<file path="src/rtl/sum_post_stage.sv">
// Sum post-processing stage of a parallel-prefix adder. Turns per-bit propagate and
// prefix group propagate/generate into sum, carry-out, signed overflow and zero flag.
// The result goes into a 2-entry valid/ready buffer: an output register plus a skid
// register. in_ready depends only on registered state and rst.
module sum_post_stage #(
  parameter int unsigned width = 24
) (
  input  logic             clk,
  input  logic             rst,
  input  logic             in_valid,
  output logic             in_ready,
  input  logic [width:1]   p,
  input  logic [width:1]   P,
  input  logic [width:1]   G,
  input  logic             cin,
  output logic             out_valid,
  input  logic             out_ready,
  output logic [width:1]   sum,
  output logic             cout,
  output logic             ovf,
  output logic             zero,
  output logic [15:0]      beat_cnt
);

  // Result record layout: {zero, ovf, cout, sum}
  localparam int unsigned ResW = width + 3;

  typedef enum logic [1:0] {StEmpty, StOne, StFull} state_e;

  state_e            state_q, state_d;
  logic [ResW-1:0]   out_q, out_d;
  logic [ResW-1:0]   skid_q, skid_d;
  logic [15:0]       cnt_q, cnt_d;

  logic [width:1]    carry;
  logic [width:1]    sum_c;
  logic              cout_c;
  logic [ResW-1:0]   res_c;
  logic              accept;
  logic              drain;

  // Carry into each bit from the prefix tree, then the sum and flags
  always_comb begin
    carry  = {G[width-1:1] | (P[width-1:1] & {(width-1){cin}}), cin};
    cout_c = G[width] | (P[width] & cin);
    sum_c  = p ^ carry;
    res_c  = {~|sum_c, carry[width] ^ cout_c, cout_c, sum_c};
  end

  // Handshake decode; in_ready is from registered state only
  always_comb begin
    in_ready  = (state_q != StFull) && !rst;
    out_valid = (state_q != StEmpty);
    accept    = in_valid && in_ready;
    drain     = out_valid && out_ready;
  end

  // Buffer occupancy FSM and data steering
  always_comb begin
    state_d = state_q;
    out_d   = out_q;
    skid_d  = skid_q;
    cnt_d   = drain ? cnt_q + 16'd1 : cnt_q;
    unique case (state_q)
      StEmpty: begin
        if (accept) begin
          out_d   = res_c;
          state_d = StOne;
        end
      end
      StOne: begin
        if (accept && drain) begin
          out_d = res_c;
        end else if (accept) begin
          skid_d  = res_c;
          state_d = StFull;
        end else if (drain) begin
          state_d = StEmpty;
        end
      end
      StFull: begin
        // in_ready is low here, so only the skid entry can move forward
        if (drain) begin
          out_d   = skid_q;
          state_d = StOne;
        end
      end
      default: state_d = StEmpty;
    endcase
  end

  // State registers with synchronous reset
  always_ff @(posedge clk) begin
    if (rst) begin
      state_q <= StEmpty;
      out_q   <= '0;
      skid_q  <= '0;
      cnt_q   <= '0;
    end else begin
      state_q <= state_d;
      out_q   <= out_d;
      skid_q  <= skid_d;
      cnt_q   <= cnt_d;
    end
  end

  assign sum      = out_q[width-1:0];
  assign cout     = out_q[width];
  assign ovf      = out_q[width+1];
  assign zero     = out_q[width+2];
  assign beat_cnt = cnt_q;

endmodule

</file>
<file path="config.mk">
export PLATFORM = sky130hd
export DESIGN_NAME = sum_post_stage
export DESIGN_NICKNAME = d
export VERILOG_FILES = /design/src/rtl/sum_post_stage.sv
export SDC_FILE = /design/constraint.sdc
export NUM_CORES = 1
export LEC_CHECK = 0
export ABC_CLOCK_PERIOD_IN_PS = 2600
export CAP_MARGIN = 25
export CORE_MARGIN = 10
export CORE_UTILIZATION = 37
export DETAILED_ROUTE_END_ITERATION = 12
export PLACE_DENSITY = 0.69
export REMOVE_ABC_BUFFERS = 1
export SKIP_CTS_REPAIR_TIMING = 1
export SYNTH_ARGS = -nofsm -noshare
export SYNTH_HDL_FRONTEND = slang
export SYNTH_SLANG_ARGS = --single-unit
export TNS_END_PERCENT = 50
</file>
<file path="constraint.sdc">
create_clock -name clk -period 2.6 [get_ports clk]
set_input_delay 0.52 -clock clk [delete_from_list [all_inputs] [get_ports clk]]
set_output_delay 0.52 -clock clk [all_outputs]
set_load 0.02 [all_outputs]
</file>
Word-level counts from Yosys, hierarchy flattened
Index checks and enable logic that the tools add are counted.

operators by class
  add/subtract/negate cells = 1
  equal/unequal tests = 8
  multiplexer cells = 10
  bitwise logic cells = 7
  reductions and logical operators = 13

operator list
  cell                   count
  $mux 27                3
  $pmux 27 s3            1
  $reduce_or 24->1       1
  $xor 24x24->24         1
  $and 23x23->23         1
  $or 23x23->23          1
  $add 16x1->16 const B  1
  $mux 2                 5
  $ne 2x2->1 const B     5
  $reduce_and 4->1       2
  $pmux 2 s3             1
  $logic_and 1x1->1      4
  $ne 3x3->1 const B     1
  $reduce_and 3->1       1
  $reduce_bool 3->1      1
  $eq 2x1->1 const B     1
  $eq 2x2->1 const B     1
  $logic_not 1->1        2
  $logic_not 2->1        1
  $reduce_bool 2->1      1
  $and 1x1->1            1
  $not 1->1              1
  $or 1x1->1             1
  $xor 1x1->1            1

storage, ports and cells
  bits in registers = 72
  input bits = 77

Depth between registers and ports, before layout
  depth after elaboration = 7
  gate-level depth with buffers = 8

Worst setup path before layout
OpenSTA, ideal clock, no wires.

  kind = input -> register
  start point = input out_ready
  end point = register cnt_q[15], in the netlist beat_cnt[15]
  setup time = 0.070 ns
  arrival time = 1.793 ns
  required time = 2.530 ns
  setup slack = 0.736 ns
  stages = 7
  buffers on the path = 2
  cells stage by stage = buf_2 > o21a_2 > and4_1 > buf_2 > nand4_2 > or3_1 > a21oi_1

between the ends
  longest elaborated chain between the ends = 1

RTL lines
  element               RTL line  RTL
  start, declared       17        input logic out_ready,
  $logic_and 1x1->1     55        drain = out_valid && out_ready;
  end signal, assigned  103       cnt_q <= cnt_d;
  end, declared         33        logic [15:0] cnt_q, cnt_d;

No other way between the ends.
A chain may end at the register's enable or synchronous reset.

Worst setup path after layout
  start point = register state_q[0]
  end point = output in_ready

between the ends
  longest elaborated chain between the ends = 2

RTL lines
  element                 RTL line  RTL
  start, declared         30        state_e state_q, state_d;
  start signal, assigned  95        state_q <= StEmpty;
  start signal, assigned  100       state_q <= state_d;
  $ne 2x2->1              52        in_ready = (state_q != StFull) && !rst;
  $logic_and 1x1->1       52
  end, declared           11        output logic in_ready,

No other way between the ends.

==> summary.txt <==
Routing
  – WL/cell: around 16 µm
  – Antenna viol nets, final: 0
  – Vias per cell: between 5 and 6
  – Total vias in the final route: 3273
  – DRT Pass-1 Iters: 4
  – DR iter-0 viols: 249
  – Routed WL: 10100 µm
  – Drt drc: 0

Placed design
  – Post-Place Setup Slack: -52.6 ps
  – Cells after DPL: roughly 630
  – DPL Wire Length: 7440 µm
  – Routability congestion estimate: 0.813
  – Port Buf Inserts: approximately 120

Die
  – FP Rows: 34
  – Core ar.: 8850 µm²
  – DIE WIDTH: 116 µm
  – Initial Util: roughly 38%
  – Die ar.: 13400 µm²
  – Die H: 116 µm
  – Io pins: 122

STA
  – Clock skew: between 10 and 15 ps
  – Slew @ Worst Pin: 769 ps
  – Crit path time final: 2340 ps
  – RSZ-0062 raised after global routing: false
  – Fin. max-slew vios: 0
  – F_max: 428 MHz
  – Rel. slew slack: 48.7%
  – Final hold viol count: 0
  – Final WS setup: 263 ps
  – # setup viols final: 0
  – Final Cycle Share: 89.9%

Synth
  – Mapped Area: 3400 µm²
  – Avg Cell Area, Syn: 8.15 µm²
  – Post-synth ARST share: 0%
  – YS warnings: 0
  – Post-synthesis register bit count: 72
  – Synth area leaders: dfxtp_1 (42%), nand2_1 (11%), xnor2_1 (7.2%)
  – Number of synthesized flops with an enable pin: 0
  – Top_reg_cell synth: dfxtp_1
  – Top-area cell type share of the netlist area: between 40% and 50%
  – Register area share after synthesis: around 42%
  – Area leader, netlist: dfxtp_1
  – Syn Inst Count: 417
  – Synth unique cells: 37

Worst hold path
  – Hold Crit Class: register to register
  – HP Start: skid_q[10]
  – WHS Endpoint: skid_q[10]
  – Hold depth: 2

Run status
  – Status: complete, no violations

Setup path
  – Worst Reg-to-Reg Cells: 5
  – Crit. End Element: output pin
  – Crit path from: state_q[0]
  – Worst path required time: 2080 ps
  – Worst Setup Start Kind: register
  – Crit Path Max Fanout: 10
  – Reg2reg end: beat_cnt[15]
  – CP arrival: 1820 ps
  – Setup CP Type: register to output pin
  – Worst reg2reg startpoint: state_q[0]
  – R2R setup slack: about 660 ps

CTS
  – CTS clock-pin slew for the worst setup and hold paths: ~70 ps
  – CTS buffer count: 9
  – Max Root-Sink Buffers: 2
  – H-tree Lvls: 3
  – Clock tree sinks: 72
  – TritonCTS clock tree: built
  – Clock root buffer master: clkbuf_8
  – Clk_lat worst skew: 350 ps

Final layout
  – Multi-input logic area: 1810 µm²
  – Nets: just over 600
  – Share of layout cells above drive strength 1: a little under a tenth
  – Final cell count without fillers: 647
  – N_diodes: 0
  – Fillers: approximately 830
  – FF/Latch Area: 1440 µm²
  – Area grow syn2layout: 45.8%

Power and ir drop
  – Pwr Density: 540 nW/µm²
  – Worst vdd ir: 0.262 mV
  – Leakage: 1.74 nW

Global route
  – First-pass GRT wire length: 16000 µm
  – Initial antenna violation count: 0
  – Vias in the first global route: 3345
  – Total GRT Usage: 14.7%
  – Remaining global-route overflow: 0
  – Largest net degree at the start of global routing: 73

Flow run
  – Maxcap violations: 0
[cell usage after synthesis, types with 2 or more instances]
master    instances
a211oi_1          4
a21oi_1          42
a21oi_2           7
a21oi_4           3
a311oi_1         23
and3_1            4
and4_1            3
buf_2             7
buf_6             2
clkbuf_1         20
dfxtp_1          72
mux2i_1           5
nand2_1         104
nand3_1           6
nand3b_1          2
nor2_1           47
nor4_1            5
o21ai_0           5
or3_1             2
xnor2_1          28
xor2_1           10
[how the worst max path moves through the flow]
stage	slack, ps	endpoint	cells past startpoint
5_1_grt	150	out_q[26]	8
3_5_place_dp	-50	out_q[26]	8
4_1_cts	200	in_ready	3
6_report	260	in_ready	3
3_3_place_gp	20	out_q[26]	8
2_1_floorplan	260	out_q[26]	5
[through the flow]
stage	total power [mW]	utilization (%)	TNS, ps	instance area, µm²	hold slack (ps)
detailed placement	1.80	53.6	-52.6	4750	448
CTS	2.70	56.0	0	4950	458
global route	2.81	56.0	0	4950	474
floorplan	1.47	-	0	3240	426
finish	2.67	56.0	0	4950	457
global placement	1.79	53.6	0	4750	440
[sequential cells by signal, summed over array words and instances, names as in the netlist]
signal	count
out_q	27
state_q	2
skid_q	27
beat_cnt	16
[final cells by class]
| class | count | share of cell area [%] |
|---|---|---|
| multi-input combinational | 314 | 36.5 |
| clock buffer | 11 | 3.06 |
| clock inverter | 5 | 1.11 |
| tap | 108 | 2.73 |
| sequential | 72 | 29.1 |
| timing repair buffer | 137 | 27.5 |
[metal layers]
metal / global-route usage (%) / part of all wire (%)
met4: 4.00 / 1.5
met3: 5.84 / 7.5
met5: 0 / 0
met2: 24.9 / 51
met1: 16.8 / 40
[worst max-delay path: stages, from the launching register on]
cell and delay (ps):
dfxtp_1 540, nor2b_2 80, nor2_1 190, clkdlybuf4s50_1 650
[cell usage in the layout (no fill, tap or decap), types with 3 or more instances in the layout]
| cell | synthesis | final |
|---|---|---|
| a211oi_1 | 4 | 4 |
| xor2_1 | 10 | 10 |
| nor4_1 | 5 | 5 |
| a311oi_1 | 23 | 23 |
| o21ai_0 | 5 | 5 |
| nor2_1 | 47 | 47 |
| nand2_1 | 104 | 104 |
| xnor2_1 | 28 | 28 |
| and4_1 | 3 | 3 |
| dfxtp_1 | 72 | 72 |
| clkdlybuf4s50_1 | 0 | 120 |
| nand3_1 | 6 | 6 |
| clkbuf_8 | 0 | 11 |
| a21oi_1 | 42 | 42 |
| mux2i_1 | 5 | 5 |
| a21oi_2 | 7 | 7 |
| and3_1 | 4 | 4 |
| buf_12 | 1 | 3 |
| a21oi_4 | 3 | 3 |
| buf_4 | 1 | 13 |
[cells by family after synthesis]
kind of cell,Yosys count,share of synthesized area [%]
compound gates,88,18.2
xor+xnor,38,9.79
fa+ha+maj,1,0.368
buf+inv,31,4.71
flops,72,42.4
mux,5,1.47
simple gates,182,23.0
[power by group]
| group | total [mW] | internal, mW | switching [mW] |
|---|---|---|---|
| clock | 0.906 | 0.492 | 0.415 |
| combinational | 0.578 | 0.303 | 0.275 |
| sequential | 1.19 | 1.16 | 0.0325 |
| total | 2.67 | 1.95 | 0.722 |
No activity file was read; power rests on OpenSTA's default activity.
